[config.mk]
export PLATFORM = sky130hd
export DESIGN_NAME = ram_rw_arbiter
export DESIGN_NICKNAME = d
export VERILOG_FILES = /design/src/rtl/ram_rw_arbiter_pkg.sv /design/src/rtl/ram_rw_arbiter.sv
export SDC_FILE = /design/constraint.sdc
export NUM_CORES = 1
export LEC_CHECK = 0
export CAP_MARGIN = 20
export CORE_AREA = 5 5 212 214
export CTS_CLUSTER_DIAMETER = 30
export DETAILED_ROUTE_END_ITERATION = 8
export DIE_AREA = 0 0 217 219
export PLACE_DENSITY_LB_ADDON = 0.2
export SLEW_MARGIN = 20
export SYNTH_ARGS = -nofsm -noshare
export SYNTH_HDL_FRONTEND = slang
export SYNTH_SLANG_ARGS = --single-unit
[constraint.sdc]
create_clock -name clk -period 2.5 [get_ports clk]
set_input_delay 0.75 -clock clk [delete_from_list [all_inputs] [get_ports clk]]
set_output_delay 0.75 -clock clk [all_outputs]
set_load 0.01 [all_outputs]
[src/rtl/ram_rw_arbiter_pkg.sv]
// Shared encodings for the ram_rw request arbiter: FSM states, grant ids,
// transfer size codes and response codes.
package ram_rw_arbiter_pkg;

    typedef enum logic [1:0] {
        IDLE    = 2'd0,
        GNT_IF  = 2'd1,
        GNT_MEM = 2'd2
    } arb_state_e;

    localparam logic GRANT_IF  = 1'b0;
    localparam logic GRANT_MEM = 1'b1;

    localparam logic [2:0] SIZE_B = 3'd0;
    localparam logic [2:0] SIZE_H = 3'd1;
    localparam logic [2:0] SIZE_W = 3'd2;
    localparam logic [2:0] SIZE_D = 3'd3;

    localparam logic [1:0] OKAY   = 2'd0;
    localparam logic [1:0] SLVERR = 2'd2;
    localparam logic [1:0] DECERR = 2'd3;

endpackage

[src/rtl/ram_rw_arbiter.sv]
// Round-robin arbiter merging instruction fetch and load/store onto the single
// ram_rw interface; the granted request is held in registers until rw_ready_i.
module ram_rw_arbiter
    import ram_rw_arbiter_pkg::*;
#(
    parameter int DATA_WIDTH = 64,
    parameter int ADDR_WIDTH = 64,
    parameter int STRB_WIDTH = DATA_WIDTH / 8
) (
    input  logic                  clk,
    input  logic                  rst_n,

    input  logic                  if_cen_i,
    input  logic [ADDR_WIDTH-1:0] if_addr_i,
    input  logic [2:0]            if_size_i,
    output logic                  if_ready_o,
    output logic [DATA_WIDTH-1:0] if_rdata_o,
    output logic [1:0]            if_resp_o,

    input  logic                  mem_cen_i,
    input  logic                  mem_wen_i,
    input  logic [ADDR_WIDTH-1:0] mem_addr_i,
    input  logic [2:0]            mem_size_i,
    input  logic [DATA_WIDTH-1:0] mem_wdata_i,
    input  logic [STRB_WIDTH-1:0] mem_wmask_i,
    output logic                  mem_ready_o,
    output logic [DATA_WIDTH-1:0] mem_rdata_o,
    output logic [1:0]            mem_resp_o,

    output logic                  rw_cen_o,
    output logic                  rw_wen_o,
    output logic [ADDR_WIDTH-1:0] rw_addr_o,
    output logic [2:0]            rw_size_o,
    output logic [DATA_WIDTH-1:0] rw_wdata_o,
    output logic [STRB_WIDTH-1:0] rw_wmask_o,
    input  logic                  rw_ready_i,
    input  logic [DATA_WIDTH-1:0] rw_rdata_i,
    input  logic [1:0]            rw_resp_i
);

    arb_state_e state, state_nxt;
    logic       last_grant;
    logic       pick_if, pick_mem;

    // NOTE: every signal written here gets a default first so no path can
    // leave it unassigned and infer a latch.
    always_comb begin
        state_nxt = state;
        pick_if   = 1'b0;
        pick_mem  = 1'b0;
        case (state)
            IDLE: begin
                // On a tie the port that did not win last time goes next.
                pick_if  = if_cen_i & (~mem_cen_i | (last_grant == GRANT_MEM));
                pick_mem = mem_cen_i & ~pick_if;
                if (pick_if)       state_nxt = GNT_IF;
                else if (pick_mem) state_nxt = GNT_MEM;
            end
            GNT_IF, GNT_MEM: begin
                if (rw_ready_i) state_nxt = IDLE;
            end
            default: state_nxt = IDLE;
        endcase
    end

    // NOTE: state registers use non-blocking assignments so every flop
    // samples pre-edge values regardless of block ordering.
    always_ff @(posedge clk or negedge rst_n) begin
        if (!rst_n) begin
            state      <= IDLE;
            last_grant <= GRANT_MEM;
        end else begin
            state <= state_nxt;
            if (pick_if)       last_grant <= GRANT_IF;
            else if (pick_mem) last_grant <= GRANT_MEM;
        end
    end

    // Downstream request is loaded only on the grant edge and then frozen.
    always_ff @(posedge clk or negedge rst_n) begin
        if (!rst_n) begin
            rw_cen_o   <= 1'b0;
            rw_wen_o   <= 1'b0;
            rw_addr_o  <= '0;
            rw_size_o  <= '0;
            rw_wdata_o <= '0;
            rw_wmask_o <= '0;
        end else if (pick_if) begin
            rw_cen_o   <= 1'b1;
            rw_wen_o   <= 1'b0;
            rw_addr_o  <= if_addr_i;
            rw_size_o  <= if_size_i;
            rw_wdata_o <= '0;
            rw_wmask_o <= '0;
        end else if (pick_mem) begin
            rw_cen_o   <= 1'b1;
            rw_wen_o   <= mem_wen_i;
            rw_addr_o  <= mem_addr_i;
            rw_size_o  <= mem_size_i;
            rw_wdata_o <= mem_wdata_i;
            rw_wmask_o <= mem_wmask_i;
        end else if (state != IDLE && rw_ready_i) begin
            rw_cen_o <= 1'b0;
        end
    end

    assign if_ready_o  = rw_ready_i & (state == GNT_IF);
    assign mem_ready_o = rw_ready_i & (state == GNT_MEM);
    assign if_rdata_o  = rw_rdata_i;
    assign mem_rdata_o = rw_rdata_i;
    assign if_resp_o   = (state == GNT_IF)  ? rw_resp_i : 2'b00;
    assign mem_resp_o  = (state == GNT_MEM) ? rw_resp_i : 2'b00;

endmodule

==> results of run 1 <==
==> metal layers <==
layer  GRT usage  vias up  part of all wire
li1            -     2271                 -
met1      0.1137     2380              0.38
met2      0.1689      250              0.49
met3     0.05642       58             0.095
met4     0.05435        0             0.034
met5           0        -                 0
==> synth_stat cells (2+ instances only) <==
cell type  count
inv_1          5
a22o_1        73
buf_2         11
and2_1         6
o22ai_1        2
nor2b_1        2
clkbuf_1      11
ha_1           3
buf_4        129
dfrtp_1      143
mux2_1         9
mux2_2       125
a21oi_1        3
buf_1          5
nand2_1        2
==> flip-flops by register name, summed over array words and instances (netlist names) <==
| register | flops |
|---|---|
| rw_addr_o | 64 |
| rw_wdata_o | 64 |
| rw_wmask_o | 8 |
| rw_size_o | 3 |
| state | 2 |
| last_grant | 1 |
| rw_cen_o | 1 |
| rw_wen_o | 1 |
==> power by group through the flow <==
| stage | Combinational, W | Sequential, W | Clock [W] |
|---|---|---|---|
| CTS | 0.00687 | 0.00418 | 0.00293 |
| floorplan | 0.00258 | 0.00471 | 0 |
| finish | 0.00669 | 0.00416 | 0.00274 |
| detailed placement | 0.00685 | 0.00418 | 0 |
| global placement | 0.00686 | 0.00418 | 0 |
| global route | 0.00717 | 0.00432 | 0.00299 |
==> timing repair <==
item | 4_1_cts | 5_1_grt
endpoints found under the setup margin | 6 | 4
cloned | 0 | 0
gates resized for setup | 3 | 7
hold endpoints to repair | 0 | 0
==> cell type report <==
cell class | instances | area (um^2) | share of cell area
multi-input cells | 230 | 2349 | 0.2090
inverters | 5 | 18.77 | 0.001670
flip-flops and latches | 144 | 3605 | 0.3208
clock buffers | 20 | 456.7 | 0.04064
well taps | 546 | 683.2 | 0.06080
repair buffers | 386 | 3969 | 0.3532
clock inverters | 12 | 156.4 | 0.01392
==> logic make-up (layout without fill, tap and decap cells) <==
logic type	after synthesis	after routing
DFF	144	144
buffers and inverters	162	423
and+or+nand+nor	11	11
adders and majority gates	3	3
AOI/OAI and AO/OA	82	82
muxes	134	134
==> critical path, stage by stage <==
cell and delay (ps):
clkdlybuf4s50_1 460, and2_1 120, dlygate4sd2_1 270
==> path summary, 6_finish.rpt <==
path | startpoint | endpoint | slack (ps)
max | rw_resp_i[1] | if_resp_o[1] | 140
min | rst_n | rw_wdata_o[8]$_DFFE_PN0P_ | 220
max reg2reg | state[0]$_DFFE_PN0P_ | rw_addr_o[50]$_DFFE_PN0P_ | 630
min reg2reg | rw_wmask_o[3]$_DFFE_PN0P_ | rw_wmask_o[3]$_DFFE_PN0P_ | 510
max in group asynchronous | rst_n | rw_addr_o[54]$_DFFE_PN0P_ | 1650
min in group clk | rw_wmask_o[3]$_DFFE_PN0P_ | rw_wmask_o[3]$_DFFE_PN0P_ | 510
==> cell usage in the layout (no fill, tap or decap), types with 3 or more instances in the layout <==
master,netlist,routed
a21oi_1,3,3
a22o_1,73,73
and2_1,6,6
buf_12,0,13
buf_4,129,13
bufinv_16,0,3
clkbuf_16,0,17
clkdlybuf4s50_1,0,352
clkinv_2,0,3
dfrtp_1,143,143
dlygate4sd2_1,0,3
dlymetal6s2s_1,0,4
inv_1,5,4
inv_6,0,3
mux2_1,9,9
mux2_2,125,125
==> stage by stage <==
| step | total power [W] | TNS (ps) | setup WS [ps] | instance area (um^2) |
|---|---|---|---|---|
| after floorplan | 0.007287 | 0 | 580.8 | 7029 |
| after global placement | 0.01105 | -2336 | -258.2 | 10610 |
| after detailed placement | 0.01103 | -2620 | -276.7 | 10610 |
| after CTS | 0.01398 | -568.6 | -144.2 | 11220 |
| after global routing | 0.01448 | 0 | 94.71 | 11240 |
| final | 0.01359 | 0 | 144.2 | 11240 |
==> impl_metrics.csv, run 1 <==
group,metric,value,unit
status,outcome,"finished, final reports clean",
yosys,syn_area,7029,um^2
timing,rsz0062_at_grt,"no",
yosys,synth_compound_area_frac,0.09968,
detailed_routing,drt_pass1_iterations,4,
grt,grt_usage,0.1056,
timing,min_period_over_period,0.9423,
floorplanning,die_y,219,um
final_layout,drive_gt1_frac,0.2396,
placement,portBuffers,360,
timing,fmax,424.5,MHz
yosys,synth_top_family_by_area,"multiplexers",
grt,grt_max_degree,47,
yosys,yosys.area.top_type_share,0.5091,
yosys,synth_area_leaders,"dfrtp_1 51%, mux2_2 20%, buf_4 14%, a22o_1 9.1%, mux2_1 1.4%",
power,power_leakage,4.654,nW
yosys,yosys.area_share.simple,0.009078,
timing,drv_slew,0,
clock_network,root_buffer,"clkbuf_16",
yosys,yosys-mux-area-fraction,0.2147,
yosys,synth-xor-area-share,0,
final_layout,layout.nets,1065,
floorplanning,chipWidth,217,um
final_layout,synthToLayoutAreaGrowth,59.86,%
clock_network,hold_buffers,0,
final_layout,fillCellCount,4471,
worst_setup_path,arrival,1610,ps
yosys,syn-instance-count,536,
yosys,synth_top_area_cell,"dfrtp_1",
floorplanning,fp.coreArea,42700,um^2
yosys,synth_edf_count,0,
timing,maxSlewHeadroom,0.6906,
timing,tightest_slew,464.1,ps
worst_setup_path,end_kind,"output port",
detailed_routing,viasPerCell,3.692,
clock_network,path_clk_slew,60,ps
floorplanning,initial_core_util,0.1646,
clock_network,cts_setup_buffers,0,
detailed_routing,drtIter0Drc,135,
clock_network,cts_buffers,17,
grt,grt_pass1_vias,5654,
worst_setup_path,cp_max_fo,2,
clock_network,h-tree-depth,4,
yosys,ys_seq_area_frac,0.5128,
clock_network,clock_latency,470,ps
yosys,syn_area_per_cell,13.11,um^2
floorplanning,rows,76,
flow_run,cap_violations,0,
timing,period_needed,2356,ps
yosys,yosys.area_share.adder,0.005340,
power,intPower,0.009272,W
worst_setup_path,cp-start-kind,"primary input",
yosys,syn-num-nets,817,
yosys,yosys_register_bits,144,
worst_setup_path,rr_worst_depth,6,
power,pwr-share-clk,0.202,
hold_path,worstHoldPathType,"in2async",
grt,grt_pass1_wl,36680,um
yosys,yosys_warnings,0,
worst_setup_path,path_class,"in2out",
worst_setup_path,crit_required,1750,ps
final_layout,post-route-util,0.2632,
timing,finalClockSkew,5.150,ps
clock_network,cts_tree,"done",
detailed_routing,vias,4959,
power,ir_drop,0.4565,mV
placement,post-dp-hpwl,18960,um
yosys,synthArstFlopShare,1.000,
placement,dp.cells,1311,
detailed_routing,ant_nets,0,
clock_network,cts_buffer_depth,2,
detailed_routing,wl_per_cell,18.59,um
final_layout,antennaDiodeCount,0,
placement,gp_congestion,0.6953,
power,power.density,1209,nW/um^2
floorplanning,dieArea,47520,um^2
detailed_routing,routed_wl,24970,um
yosys,synthFlopType,"dfrtp_1",
clock_network,clock-sinks,144,
final_layout,final_cell_count_no_fill,1343,
yosys,synth.distinct_cells,22,
detailed_routing,drcViolationCount,0,
power,p_switching,0.004319,W
power,p_seq_frac,0.306,
power,switching_share,0.3178,
grt,gr-total-overflow,0,
grt,antenna_found_initial,0,
timing,timing.hold.ws,218.8,ps
timing,finalSetupViolCount,0,
floorplanning,boundaryPins,553,
power,p_comb_frac,0.492,
timing,hold_violations,0,
Note: power is estimated with default switching activity, not from simulation.
==> run 2: changes to the inputs <==
--- a/config.mk
+++ b/config.mk
@@ -6,10 +6,11 @@
 export NUM_CORES = 1
 export LEC_CHECK = 0
 export CAP_MARGIN = 20
-export CORE_AREA = 5 5 212 214
+export CORE_AREA = 5 5 213 215
 export CTS_CLUSTER_DIAMETER = 30
 export DETAILED_ROUTE_END_ITERATION = 8
-export DIE_AREA = 0 0 217 219
+export DIE_AREA = 0 0 218 220
+export DONT_BUFFER_PORTS = 1
 export PLACE_DENSITY_LB_ADDON = 0.2
 export SLEW_MARGIN = 20
 export SYNTH_ARGS = -nofsm -noshare
==> impl_metrics.csv, run 2 (synthesis results as in run 1) <==
group,metric,value,unit
clock_network,h-tree-depth,4,
detailed_routing,viasPerCell,3.596,
detailed_routing,drt_pass1_iterations,4,
floorplanning,rows,77,
power,design_power_total,0.01081,W
clock_network,cts_buffers,17,
clock_network,root_buffer,"clkbuf_16",
clock_network,path_clk_slew,70,ps
worst_setup_path,path_class,"reg2reg",
final_layout,drive_gt1_frac,0.4057,
timing,finalClockSkew,7.043,ps
hold_path,worstHoldPathType,"in2async",
final_layout,fillCellCount,4805,
status,violations,"negative hold slack",
grt,grt_usage,0.08195,
timing,timing.hold.ws,-10.45,ps
timing,fin_setup_tns,0,ps
grt,grt_pass1_vias,4173,
power,ir_drop,0.4736,mV
grt,grt_pass1_wl,28280,um
floorplanning,chipWidth,218,um
timing,drv_slew,0,
power,pwr-share-clk,0.265,
timing,tightest_slew,432.2,ps
grt,gr-total-overflow,0,
detailed_routing,wl_per_cell,20.13,um
final_layout,final_cell_mix,"143 x dfrtp_1, 125 x mux2_2, 73 x a22o_1, 17 x clkbuf_16, 9 x mux2_1",
power,p_comb_frac,0.261,
clock_network,clock_latency,460,ps
timing,min_period_over_period,0.8459,
timing,fmax,472.9,MHz
worst_setup_path,crit_required,2840,ps
worst_setup_path,end_kind,"register",
grt,met2_usage,0.1326,
worst_setup_path,cp-start-kind,"register",
detailed_routing,drcViolationCount,0,
clock_network,cts_tree,"done",
floorplanning,dieArea,47960,um^2
final_layout,synthToLayoutAreaGrowth,6.479,%
grt,use_met1,0.07495,
worst_setup_path,cp_max_fo,65,
floorplanning,boundaryPins,553,
timing,maxSlewHeadroom,0.7119,
worst_setup_path,rr_worst_depth,6,
grt,grt_use_met3,0.05124,
power,power.density,1444,nW/um^2
detailed_routing,drtIter0Drc,124,
placement,gp_congestion,0.7080,
final_layout,mostFrequentLayoutCell,"dfrtp_1",
clock_network,cts_setup_buffers,0,
worst_setup_path,r2r_slack,390,ps
detailed_routing,routed_wl,20370,um
worst_setup_path,arrival,2450,ps
grt,grt_max_degree,145,
timing,period_needed,2115,ps
status,outcome,"complete, but fails checks",
worst_setup_path,r2r_end,"rw_addr_o[38]$_DFFE_PN0P_",
power,p_seq_frac,0.474,
timing,finalSetupViolCount,0,
placement,post-dp-hpwl,15300,um
clock_network,cts.repair.resized,0,
clock_network,clock-sinks,144,
power,intPower,0.006971,W
grt,busiest_layer,"met2",
final_layout,largest_registers,"rw_addr_o (64), rw_wdata_o (64), rw_wmask_o (8)",
detailed_routing,vias,3639,
floorplanning,die_y,220,um
timing,rsz0062_at_grt,"no",
floorplanning,initial_core_util,0.1614,
flow_run,cap_violations,0,
power,switching_share,0.3550,
placement,portBuffers,0,
final_layout,layout.nets,687,
worst_setup_path,r2r_start,"state[0]$_DFFE_PN0P_",
clock_network,cts_buffer_depth,2,
power,power_leakage,3.083,nW
floorplanning,fp.coreArea,43550,um^2
power,p_switching,0.003837,W
grt,antenna_found_initial,2,
detailed_routing,ant_nets,0,
timing,hold_violations,18,
## run 2: changes by cell type in the layout (fill, tap and decap cells not counted), sizes merged
cell           delta
clkdlybuf4s50   -352
buf              -19
dlymetal6s2s      -4
clkinv            -3
dlygate4sd2       -3
inv               +2
bufinv            +1
clkbuf            -1
clkinvlp          +1
diode             +1
## run 2: worst max-delay path, cell delays in order (launching register included)
cell     delay (ps)
dfrtp_1         350
inv_1            80
ha_1            330
nand2_4         170
buf_12          280
mux2_2          390
mux2_2          270
## run 2: power groups by stage
stage | registers, W | clock network (W) | logic [W]
2_1_floorplan | 0.00471 | 0 | 0.00258
3_3_place_gp | 0.00523 | 0 | 0.00274
3_5_place_dp | 0.00519 | 0 | 0.00287
4_1_cts | 0.00517 | 0.00300 | 0.00287
5_1_grt | 0.00525 | 0.00308 | 0.00309
6_report | 0.00512 | 0.00287 | 0.00282
## run 2: cell type report
class | count | area (um^2) | area share
sequential | 144 | 3605 | 0.4816
multi-input combinational | 230 | 2344 | 0.3131
tap | 592 | 740.7 | 0.09896
clock buffer | 19 | 452.9 | 0.06051
clock inverter | 13 | 198.9 | 0.02658
timing repair buffer | 8 | 122.6 | 0.01638
inverter | 5 | 18.77 | 0.002508
antenna | 1 | 2.502 | 0.0003343
## run 2: layer usage
layer  wire length [um]  up-vias
li1                   -     1516
met1               6495     1806
met2              10380      246
met3               2390       69
met4               1086        2
met5                 13        -
## run 2: worst max path at each step
| stage | start | endpoint | slack [ps] | cells past startpoint |
|---|---|---|---|---|
| finish | state[0]$_DFFE_PN0P_ | rw_addr_o[38]$_DFFE_PN0P_ | 390 | 6 |
| global route | state[0]$_DFFE_PN0P_ | rw_addr_o[34]$_DFFE_PN0P_ | 280 | 6 |
| CTS | state[1]$_DFFE_PN0P_ | if_resp_o[1] | 330 | 3 |
| detailed placement | state[0]$_DFFE_PN0P_ | rw_addr_o[38]$_DFFE_PN0P_ | 400 | 6 |
| global placement | state[0]$_DFFE_PN0P_ | rw_addr_o[40]$_DFFE_PN0P_ | 460 | 6 |
| floorplan | mem_cen_i | rw_addr_o[14]$_DFFE_PN0P_ | 580 | 5 |
## run 2: stage by stage
stage	area (um^2)	setup slack [ps]	utilization	instances	hold WS, ps
after global placement	6830	458.6	0.1569	979	458.9
after floorplan	7029	580.8	-	536	454.4
after global routing	7485	275.5	0.1719	1012	-63.90
after detailed placement	6830	403.3	0.1569	979	457.7
final	7485	385.2	0.1719	1012	-10.45
after CTS	7482	329.7	0.1718	1011	-82.92
==> patch 1 (settings of run 1) <==
`ADDR_WIDTH`: 64 -> 68.
--- a/src/rtl/ram_rw_arbiter.sv
+++ b/src/rtl/ram_rw_arbiter.sv
@@ -6,3 +6,3 @@
     parameter int DATA_WIDTH = 64,
-    parameter int ADDR_WIDTH = 64,
+    parameter int ADDR_WIDTH = 68,
     parameter int STRB_WIDTH = DATA_WIDTH / 8
Ports: changed (resized if_addr_i, mem_addr_i and rw_addr_o); port bits go from 553 to 565. The function was not compared with the original's and may differ.
==> patch 1 against run 1 <==
- cell area is 3.0% higher
- first-iteration DRC count rose by 8.9%
- wire length increased by 0.17%
- power rose by 2.4%
- clock skew increased by 0.0052 ns
- synthesized area rose by 4.3%
- sequential cell count up 4
- synthesized cell count up 2.4%
- clock power increased by 2%
- setup slack improved by 0.012 ns
- critical path type unchanged
- largest cell class unchanged
- largest power group unchanged
==> patch 1: results <==
metrics = {
    "logic_synthesis": {
        "syn_inst": 549,
        "synth.top_cells.by_count": "147 x dfrtp_1, 142 x mux2_2, 131 x buf_4",
        "synth_cell_types": 20,
        "syn_nets": 838,
    },
    "global_routing": {
        "antenna_found_initial": 2,
        "grt_use_total_pct": 10.3,
        "grt_max_degree": 49,
    },
    "placed_design": {
        "placed_cells": 1337,
        "place_area_sq_mm": 0.0109,
    },
    "detailed_routing": {
        "wl_met3_um": 2980,
        "wl_per_cell_um": 18.3,
        "topRoutingLayerUsed": "met5",
        "met1Wirelength_um": 9770,
        "initialDrtViolationCount": 147,
    },
    "cells_and_area": {
        "layout-drive-gt1-share_pct": 25.5,
        "fillers": 4448,
        "syn2layout_area_growth_pct": 57.9,
    },
    "setup_path": {
        "critPathArrivalTime_ns": 1.59,
        "r2r_slack_ns": 0.59,
    },
    "sta": {
        "skew_ns": 0.0103,
        "slew_headroom_pct": 71.4,
        "hold_slack_ns": 0.214,
    },
    "power": {
        "ir_drop_mv": 0.404,
        "p_leak_nw": 4.75,
    },
    "cts": {
        "insertion_delay_ns": 0.45,
    },
    "run_status": {
        "status": "complete, no violations",
    },
}
patch 1: kinds of logic after synthesis:
group | synth area share, %
buffers and inverters | 16.5
flip-flops | 50.5
multiplexers | 21.8
AO/OA/AOI/OAI | 9.68
AND/OR/NAND/NOR | 0.939
adder cells (fa/ha/maj) | 0.512
patch 1: routing by layer:
metal | track usage, % | up-vias
met5 | 0 | -
met4 | 3.81 | 2
met3 | 6.26 | 30
met2 | 16.2 | 312
met1 | 11.4 | 2437
li1 | - | 2344
patch 1: how the worst max path moves through the flow:
| stage | depth (start not counted) | end | from |
|---|---|---|---|
| 2_1_floorplan | 4 | rw_addr_o[0] | mem_cen_i |
| 3_3_place_gp | 3 | mem_ready_o | rw_ready_i |
| 3_5_place_dp | 3 | mem_ready_o | rw_ready_i |
| 4_1_cts | 4 | mem_ready_o | state[0] |
| 5_1_grt | 4 | mem_ready_o | state[0] |
| 6_report | 3 | mem_resp_o[0] | rw_resp_i[0] |
patch 1: cell type report:
cell class                      instances  share of cell area [%]
Multi-Input combinational cell        238                    21.2
Clock inverter                         11                    1.53
Timing Repair Buffer                  400                    35.3
Inverter                                5                   0.162
Sequential cell                       148                    32.0
Tap cell                              546                    5.90
Clock buffer                           19                    3.83
patch 1: worst max-delay path, delay by kind of cell:
| family | cells | cell delay, ns |
|---|---|---|
| buffers and inverters | 2 | 0.72 |
| and+or+nand+nor | 1 | 0.11 |
patch 1: power by group:
| group | internal (mW) | switching (mW) |
|---|---|---|
| registers | 3.63 | 0.645 |
| logic | 4.24 | 2.60 |
| clock network | 1.70 | 1.11 |
==> patch 2 (settings of run 1) <==
Without the edit above. Encoding of `arb_state_e`: now one-hot (3 bits for 3 states).
--- a/src/rtl/ram_rw_arbiter_pkg.sv
+++ b/src/rtl/ram_rw_arbiter_pkg.sv
@@ -4,6 +4,6 @@
 
-    typedef enum logic [1:0] {
-        IDLE    = 2'd0,
-        GNT_IF  = 2'd1,
-        GNT_MEM = 2'd2
+    typedef enum logic [2:0] {
+        IDLE    = 3'b001,
+        GNT_IF  = 3'b010,
+        GNT_MEM = 3'b100
     } arb_state_e;
Function: same outputs for any inputs over 4 cycles, from zero or initial values and one cycle with rst_n low; so few cycles prove little.
==> patch 2 against run 1 <==
- clock power down 9.5%
- clock skew up 0.0055 ns
- sequential cell count up 1
- power down 3.9%
- combinational power down 1%
- register-to-register slack worse by 0.25 ns
- wire length up 22%
- first-iteration DRC count up 84%
- setup slack worse by 0.086 ns
- synthesized area up 3.4%
- cell area up 1.0%
==> patch 2: results <==
metrics = {
    "setup_path": {
        "critPathArrivalTime_ns": 1.69,
        "slowest_delay_ns": 0.46,
        "worstPathMaxFanout": 2,
        "crit_slowest_cell": "clkdlybuf4s50_1",
    },
    "cts": {
        "cts_buffer_depth": 2,
        "root_buffer": "clkbuf_16",
        "cts_max_level": 4,
        "clk_pin_slew_ns": 0.07,
        "insertion_delay_ns": 0.47,
        "cts_inserted_buffers": 17,
    },
    "cells_and_area": {
        "top_regs": "rw_addr_o (64), rw_wdata_o (64), rw_wmask_o (8)",
        "fillers": 4537,
        "diodes": 0,
        "layout-drive-gt1-share_pct": 11.2,
        "nets": 1211,
    },
    "logic_synthesis": {
        "syn_nets": 971,
        "ys_warn_count": 0,
        "async_flop_share_pct": 100,
        "synth_area_leaders": "dfrtp_1 49%, buf_4 13%, a22o_1 8.8%, inv_1 7.0%, a221oi_2 6.2%",
        "synth.top_cells.by_count": "143 x dfrtp_1, 136 x inv_1, 130 x buf_4",
        "yosysSeqAreaShare_pct": 50.0,
        "synth_cell_types": 26,
        "synth_edf_count": 0,
    },
    "power": {
        "switching_share_pct": 37.1,
        "p_leak_nw": 5.02,
        "ir_drop_mv": 0.646,
    },
    "detailed_routing": {
        "initialDrtViolationCount": 248,
        "wl_per_cell_um": 20.3,
        "dr.pass1.iters": 4,
        "vias_per_cell": 4.00,
    },
    "placed_design": {
        "dp_hpwl_um": 22800,
        "port_buffers": 360,
        "pre_cts_slack_ns": -0.221,
        "place.gp.congestion": 0.757,
    },
    "sta": {
        "tightest_slew_ns": 0.511,
        "skew_ns": 0.0106,
    },
    "global_routing": {
        "grt_max_degree": 73,
        "grt_pass1_wl_um": 44700,
        "grt_pass1_vias": 6555,
        "grt_use_total_pct": 12.8,
        "antenna_found_initial": 0,
    },
    "hold_path": {
        "hold_path.class": "in -> async",
    },
    "run_status": {
        "status": "complete, no violations",
    },
}
[patch 2: cell types whose count changed in the layout (fill, tap and decap cells not counted), sizes merged, moves of 4 or more]
cell,delta
inv,+136
mux2,-134
a221oi,+67
nor3,+67
buf,+10
nor2,+9
and2,-6
nand2b,+6
a21oi,-4
dlymetal6s2s,-4
[patch 2: power groups by stage]
stage                     clock network [mW]  registers, mW  logic, mW
after floorplan                            0           4.38       2.95
after global placement                     0           4.01       6.77
after detailed placement                   0           4.01       6.76
after CTS                               2.62           3.99       6.77
after global routing                    2.70           4.13       7.14
final                                   2.48           3.98       6.61
[patch 2: area by class of cell]
class | instances | area, sq um | area share [%]
Inverter | 136 | 510 | 4.50
Multi-Input combinational cell | 237 | 1970 | 17.4
Sequential cell | 145 | 3630 | 32.0
Timing Repair Buffer | 396 | 4010 | 35.3
Tap cell | 546 | 683 | 6.02
Clock inverter | 14 | 115 | 1.01
Clock buffer | 18 | 429 | 3.78
[patch 2: critical path, delay by kind of cell]
family                 cells  cell delay (ns)
buffers and inverters      2             0.74
and+or+nand+nor            2             0.20
[patch 2: routing by layer]
metal  global-route usage [%]  wire (um)  vias to the layer above
met5                        0          0                        -
met4                     5.58        983                        0
met3                     5.96       2800                       58
met2                     20.9      14700                      357
met1                     14.3      11900                     2834
li1                         -          -                     2721
[patch 2: repair_timing]
action                                  4_1_cts  5_1_grt
gates resized for setup                       7        3
endpoints found under the setup margin        6        3
setup buffers                                 0        0
hold buffers                                  0        0
[patch 2: path summary, 6_finish.rpt]
kind,slack [ns],end,cells after the start,startpoint
min,0.17,rw_wdata_o[33],1,rst_n
min in group clk,0.49,rw_cen_o,1,rw_cen_o
max reg2reg,0.38,rw_addr_o[23],4,state[0]
max,0.06,if_resp_o[0],4,rw_resp_i[0]
max in group asynchronous,1.66,rw_wdata_o[8],2,rst_n
min reg2reg,0.49,rw_cen_o,1,rw_cen_o
[patch 2: cells by family (layout without fill, tap and decap cells)]
group,after synthesis,in the layout,synth area share (%)
AO/OA/AOI/OAI,147,147,20.4
buffers and inverters,311,564,23.4
flip-flops,145,145,50.0
AND/OR/NAND/NOR,90,90,6.29
[patch 2: metrics by stage]
step           instances  setup TNS [ns]  area [sq um]  hold WS [ns]  power, mW
5_1_grt             1492               0         11400         0.149       14.0
4_1_cts             1492               0         11300         0.122       13.4
2_1_floorplan        693               0          7270         0.454       7.33
3_3_place_gp        1460           -1.35         10800         0.487       10.8
3_5_place_dp        1460           -1.24         10800         0.480       10.8
6_report            1492               0         11400         0.170       13.1
